==> src/rtl/mcpu_regfile_mp.sv <==
// MCPU register file: two registered read ports, one write port with forwarding,
// per-register pending bits for in-flight loads, and a hardware clear sequencer.
module mcpu_regfile_mp #(
    parameter int DATA_WIDTH  = 16,
    parameter int NUM_REGS    = 16,
    parameter int ADDR_WIDTH  = 4,
    parameter int HARDWIRE_R0 = 0
) (
    input  logic                  clk,
    input  logic                  reset,
    input  logic                  clear_req,
    output logic                  ready,
    input  logic [ADDR_WIDTH-1:0] rd_addr_a,
    input  logic [ADDR_WIDTH-1:0] rd_addr_b,
    output logic [DATA_WIDTH-1:0] rd_data_a,
    output logic [DATA_WIDTH-1:0] rd_data_b,
    output logic                  pend_a,
    output logic                  pend_b,
    input  logic                  wr_en,
    input  logic [ADDR_WIDTH-1:0] wr_addr,
    input  logic [DATA_WIDTH-1:0] wr_data,
    input  logic                  pend_set,
    input  logic [ADDR_WIDTH-1:0] pend_addr
);

    typedef enum logic {CLEAR = 1'b0, RUN = 1'b1} state_t;

    localparam logic [ADDR_WIDTH:0]   NREGS = NUM_REGS[ADDR_WIDTH:0];
    localparam logic [ADDR_WIDTH-1:0] LAST  = ADDR_WIDTH'(NUM_REGS - 1);

    state_t                state, state_nxt;
    logic [ADDR_WIDTH-1:0] cnt, cnt_nxt;
    logic [DATA_WIDTH-1:0] mem [NUM_REGS];
    logic [NUM_REGS-1:0]   pending, pend_nxt;
    logic                  run_ok, wr_take, ps_take;
    logic [DATA_WIDTH-1:0] rd_nxt_a, rd_nxt_b;
    logic                  pd_nxt_a, pd_nxt_b;

    function automatic logic in_range(input logic [ADDR_WIDTH-1:0] a);
        return {1'b0, a} < NREGS;
    endfunction

    function automatic logic is_r0hw(input logic [ADDR_WIDTH-1:0] a);
        return (HARDWIRE_R0 != 0) && (a == '0);
    endfunction

    // Handshake: ready is high only in RUN; wr_en, pend_set, clear_req and read
    // addresses take effect only on edges where ready is high, otherwise ignored.
    assign ready   = (state == RUN);
    assign run_ok  = (state == RUN) && !clear_req;
    assign wr_take = run_ok && wr_en && in_range(wr_addr) && !is_r0hw(wr_addr);
    assign ps_take = run_ok && pend_set && in_range(pend_addr) && !is_r0hw(pend_addr);

    always_ff @(posedge clk or negedge reset) begin
        if (!reset) begin
            state <= CLEAR;
            cnt   <= '0;
        end else begin
            state <= state_nxt;
            cnt   <= cnt_nxt;
        end
    end

    always_comb begin
        state_nxt = state;
        cnt_nxt   = cnt;
        case (state)
            CLEAR: begin
                cnt_nxt = cnt + ADDR_WIDTH'(1);
                if (cnt == LAST) begin
                    state_nxt = RUN;
                    cnt_nxt   = '0;
                end
            end
            RUN: begin
                if (clear_req) begin
                    state_nxt = CLEAR;
                    cnt_nxt   = '0;
                end
            end
            default: begin
                state_nxt = CLEAR;
                cnt_nxt   = '0;
            end
        endcase
    end

    // A new load issued in the same cycle as a writeback leaves the bit set.
    always_comb begin
        pend_nxt = pending;
        if (!run_ok) begin
            pend_nxt = '0;
        end else begin
            if (wr_take) pend_nxt[wr_addr] = 1'b0;
            if (ps_take) pend_nxt[pend_addr] = 1'b1;
        end
    end

    always_comb begin
        rd_nxt_a = '0;
        rd_nxt_b = '0;
        pd_nxt_a = 1'b0;
        pd_nxt_b = 1'b0;
        if (run_ok && in_range(rd_addr_a) && !is_r0hw(rd_addr_a)) begin
            rd_nxt_a = (wr_take && wr_addr == rd_addr_a) ? wr_data : mem[rd_addr_a];
            pd_nxt_a = pend_nxt[rd_addr_a];
        end
        if (run_ok && in_range(rd_addr_b) && !is_r0hw(rd_addr_b)) begin
            rd_nxt_b = (wr_take && wr_addr == rd_addr_b) ? wr_data : mem[rd_addr_b];
            pd_nxt_b = pend_nxt[rd_addr_b];
        end
    end

    always_ff @(posedge clk or negedge reset) begin
        if (!reset) begin
            pending   <= '0;
            rd_data_a <= '0;
            rd_data_b <= '0;
            pend_a    <= 1'b0;
            pend_b    <= 1'b0;
        end else begin
            pending   <= pend_nxt;
            rd_data_a <= rd_nxt_a;
            rd_data_b <= rd_nxt_b;
            pend_a    <= pd_nxt_a;
            pend_b    <= pd_nxt_b;
        end
    end

    // The array has no reset; the CLEAR sequence zeroes it one entry per cycle.
    always_ff @(posedge clk) begin
        if (state == CLEAR) begin
            mem[cnt] <= '0;
        end else if (wr_take) begin
            mem[wr_addr] <= wr_data;
        end
    end

endmodule

==> config.mk <==
export PLATFORM = sky130hd
export DESIGN_NAME = mcpu_regfile_mp
export DESIGN_NICKNAME = d
export VERILOG_FILES = /design/src/rtl/mcpu_regfile_mp.sv
export SDC_FILE = /design/constraint.sdc
export NUM_CORES = 1
export LEC_CHECK = 0
export ABC_AREA = 0
export BUFFER_PORTS_ARGS = -buffer_cell sky130_fd_sc_hd__buf_2
export CAP_MARGIN = 0
export CORE_UTILIZATION = 45
export DETAILED_ROUTE_END_ITERATION = 16
export GPL_TIMING_DRIVEN = 0
export PLACE_DENSITY_LB_ADDON = 0.05
export SYNTH_ARGS = -nofsm -noshare
export SYNTH_HDL_FRONTEND = slang
export SYNTH_SLANG_ARGS = --single-unit
==> constraint.sdc <==
create_clock -name clk -period 5.3 [get_ports clk]
set_input_delay 1.06 -clock clk [delete_from_list [all_inputs] [get_ports clk]]
set_output_delay 1.06 -clock clk [all_outputs]
set_load 0.01 [all_outputs]
==> Word level (Yosys, flattened, before mapping) <==
Memories as Yosys holds them, arrays and structs flattened.
Index checks and enable logic that the tools add are counted.
{ "classes": {"n_reduce_logical": 9, "order_cmp": 6, "bitwise_logic": 4, "n_addsub": 1, "n_eq_ne": 4, "n_mux": 31} }
{ "op_table": {"columns": ["cell", "count"], "rows": [
  ["$mux 16", 9],
  ["$lt 4x5->1 const B", 4],
  ["$and 16x16->16", 1],
  ["$not 16->16", 1],
  ["$or 16x16->16", 1],
  ["$reduce_or 16->1", 1],
  ["$mux 1", 13],
  ["$mux 4", 3],
  ["$bmux 1 s4", 2],
  ["$demux 1 s4", 2],
  ["$eq 4x4->1", 2],
  ["$ge 4x1->1 const B", 2],
  ["$pmux 4 s2", 1],
  ["$logic_and 1x1->1", 7],
  ["$add 4x1->4 const B", 1],
  ["$eq 4x4->1 const B", 1],
  ["$ne 2x2->1 const B", 1],
  ["$pmux 1 s2", 1],
  ["$logic_not 1->1", 1],
  ["$not 1->1", 1]
]} }
{ "word_totals": {"n_memories": 1, "wordCells": 63, "register_bits": 55, "inputBits": 37, "mem_bits_rw": 256} }
{ "mem_list": {"columns": ["name", "depth", "width", "rd", "rd_ports_with_merged_regs", "wr", "line", "source"], "rows": [
  ["mem", 16, 16, 2, 0, 1, "33", "logic [DATA_WIDTH-1:0] mem [NUM_REGS];"]
]} }

==> Longest topological paths before layout <==
{ "depth": {"depth_word": 14, "mapped_depth": 8, "mapped_depth_nobuf": 6} }

==> Worst setup path after synthesis <==
No wires, ideal clock.
{ "synth_timing": {"path_kind": "input to register", "startpoint": "input wr_addr[3]", "endpoint": "memory mem[10][0], enable pin", "n_path_buf": 1, "cell_stages": 4, "arrival_time_ns": 2.539, "slack_ns": 2.373, "setup_ns": 0.388, "path_cell_list": "clkbuf_1 > nor2b_1 > a31oi_1 > nor2_1"} }
{ "synth_via": {"elab_chain_len": 1} }
{ "synth_rtl": {"columns": ["element", "line", "source"], "rows": [
  ["start: declaration", "20", "input logic [ADDR_WIDTH-1:0] wr_addr,"],
  ["$mux 4 (no line)", null, null],
  ["end: declaration", "33", null]
]} }
No other way between the ends.

==> Worst setup path after layout <==
{ "layout_timing": {"startpoint": "input rd_addr_b[3]", "endpoint": "register rd_data_b[7]"} }
{ "layout_via": {"elab_chain_len": 4, "word_cells_on_any_way": 5, "classes_between": "1 x eq/ne; 2 x mux; 1 x reduce/logical; 1 x memory"} }
{ "layout_rtl": {"columns": ["element", "line", "source"], "rows": [
  ["start: declaration", "14", "input logic [ADDR_WIDTH-1:0] rd_addr_b,"],
  ["branches (longest 2 deep; another with $mem_v2 16x16)", null, null],
  ["$mux 16 *", "109", "rd_nxt_b = (wr_take && wr_addr == rd_addr_b) ? wr_data : mem[rd_addr_b];"],
  ["$mux 16 *", "108", "if (run_ok && in_range(rd_addr_b) && !is_r0hw(rd_addr_b)) begin"],
  ["net rd_nxt_b[7]", "36", "logic [DATA_WIDTH-1:0] rd_nxt_a, rd_nxt_b;"],
  ["end signal: assignment", "124", "rd_data_b <= rd_nxt_b;"],
  ["end: declaration", "16", "output logic [DATA_WIDTH-1:0] rd_data_b,"]
]} }
Mark *: on every way through the listed nets, which the timed path passes.
A chain may end at the register's enable or synchronous reset.

==> results.toml <==
[route]
via_per_inst = 6.606
routed_wirelength_mm = 45.47
drt_iter0_markers = 1130
drc = 0
first_pass_iters = 5
drtAntennaViolNets = 0
wire_per_inst_um = 32.90
vias = 9130

[sta]
fin_crit_ns = 3.275
setup_tns_ns = 0
hold_slack_ns = 0.5539
relSlewSlack = 0.2112
fin_worst_skew_ns = 0.01884
hold_viol_final = 0
period_share = 0.6180
setup_violations = 0
fmax_ghz = 0.3053
tightest_slew_ns = 1.183
setup_ws_ns = 2.025
rsz0062_at_grt = "false"
maxSlewViolCount = 0

[layout]
final_util = 0.5266
fin_nets = 950
drive_above_1_share = 0.3213
stdcell_area_um2 = 17180
fin_cells = 1382
diodes = 0
synthToLayoutAreaGrowth_pct = 14.76

[pwr]
powerDensity_nw_per_um2 = 397.9
irDropWorstVdd_v = 0.0002182
p_leak_nw = 6.245
total_power_mw = 6.835

[yosys]
avgSynthCellArea_um2 = 18.62
synth_xor_area_frac = 0.006437
synthMuxAreaShare = 0.2715
yosys_register_bits = 311
synth-main-ff-cell = "edfxtp_1"
synth_nets = 842
synth-simple-area-share = 0.05417
yosysSeqAreaShare = 0.6056
ys_top_cells_by_count = "edfxtp_1 (256), mux4_2 (122), nor2_1 (63), dfrtp_1 (55), mux4_1 (36)"
yosys.area.top_type_share = 0.5136
syn_area_um2 = 14970
synth_top_family_by_area = "multiplexers"
ys_types = 56
synthAdderAreaFrac = 0.0008360
ys_warn_count = 0
ys_async_sr_fraction = 0.1768
synth_edf_count = 256
synth_compound_area_frac = 0.02984
synth_top_area_cell = "edfxtp_1"
synthCells = 804
synth_most_common_cell = "edfxtp_1"
ys_top_cells_by_area = "edfxtp_1 (51%), mux4_2 (18%), dfrtp_1 (9.2%), mux4_1 (6.3%), mux2i_1 (2.1%)"

[floorplanning]
io_pins = 72
core_um2 = 32620
start_util = 0.4588
die_w_um = 184.4
die-area_um2 = 33990
floorplan.rows = 66
die_h_um = 184.4

[clock_tree]
clock_latency_ns = 0.52
cts_tree = "done"
ctsHoldBuffers = 0
htree_levels = 2
cts.repair.resized = 0
cts_made_buffers = 36
clk_pin_slew_ns = 0.06
root_buffer = "clkbuf_16"
cts_setup_buffers = 0
cts_sinks = 311
cts.path.max_buffers = 3

[placed_design]
place_inst = 1316
portBuffers = 62
placed_cell_area_um2 = 16030
gp_congestion = 0.8663
hpwlAfterDp_mm = 28.99
preCtsSetupSlack_ns = 1.621

[critical_path]
slowest_stage = "clkbuf_1"
critPathMostFrequentCell = "clkbuf_1"
crit_chain = "buf_2 -> clkbuf_1 -> clkbuf_1 -> mux4_2 -> mux2i_1 -> nor2_1"
end_kind = "flop"
cp_max_fo = 10
cp-start-kind = "input port"
cp_data_arrival_time_ns = 3.63
worstSetupPathType = "in2reg"
path_buf_inv = 3
max_stage_delay_ns = 0.85
crit_family = "buffers and inverters"
critPathRequiredTime_ns = 5.65

[flow_run]
cap_violations = 0

[global_route]
grt_pass1_wl_mm = 65.07
grt_pass1_vias = 9200
antenna_found_initial = 0
grt_max_degree = 56
grt_usage = 0.2782
grt-ovfl-total = 0

[hold_path]
hp-class = "reg2reg"

[outcome]
status = "completed"
-- area by class of cell --
class	count	area, µm²
Fill cell	2645	15440
Sequential cell	311	9064
Multi-Input combinational cell	421	5510
Clock buffer	51	1040
Tap cell	442	553.0
Buffer	63	439.2
Timing Repair Buffer	70	432.9
Clock inverter	15	103.9
Inverter	9	33.78
-- metal layers --
layer  GRT usage  vias up  wire [µm]
met5           0        -          0
met4     0.07667        0       1299
met3     0.04841       87       3852
met2      0.4373      536      21600
met1      0.4017     4901      18720
li1            -     3606          -
-- worst min-delay path, delay by kind of cell, from the launching register on --
kind	cells	cell delay, ns
AOI/OAI and AO/OA	1	0.13
buffers and inverters	1	0.07
DFF	1	0.32
-- final timing paths --
path,from,endpoint,slack [ns],depth (start not counted)
hold reg to reg,pending[13],pending[13],0.55,2
min in group asynchronous,reset,rd_data_b[13],0.64,1
setup / recovery,rd_addr_b[3],rd_data_b[7],2.02,6
hold / removal,pending[13],pending[13],0.55,2
max in group asynchronous,reset,rd_data_b[9],4.08,1
setup reg to reg,ready,mem[2][10],2.40,8
-- cells by family after synthesis --
| family | count (synthesis) |
|---|---|
| flops | 311 |
| mux | 192 |
| simple gates | 158 |
| buf+inv | 72 |
| compound gates | 59 |
| xor+xnor | 11 |
| fa+ha+maj | 1 |
-- sequential cells by signal (all words and copies together), names as in the netlist --
name,flops
mem,256
pending,16
rd_data_a,16
rd_data_b,16
cnt,4
pend_a,1
pend_b,1
ready,1
-- layout by cell type, fill, tap and decap left out, drive strengths merged, types with 5 or more instances in the layout --
master and count:
a32o 5, a32oi 6, and3 19, buf 108, clkbuf 74, clkinv 13
dfrtp 55, edfxtp 256, inv 9, mux2i 32, mux4 160, nand2 24
nand2b 8, nand3 7, nor2 65, nor2b 9, nor3 7, o2111ai 6
o21ai 8, xnor2 11
-- where the power goes --
| part | switching (mW) | internal, mW | total [mW] |
|---|---|---|---|
| logic | 0.829 | 0.487 | 1.32 |
| registers | 0.124 | 3.01 | 3.13 |
| clock network | 0.972 | 1.42 | 2.39 |
| total | 1.92 | 4.91 | 6.84 |
Note: power is estimated with default switching activity, not from simulation.
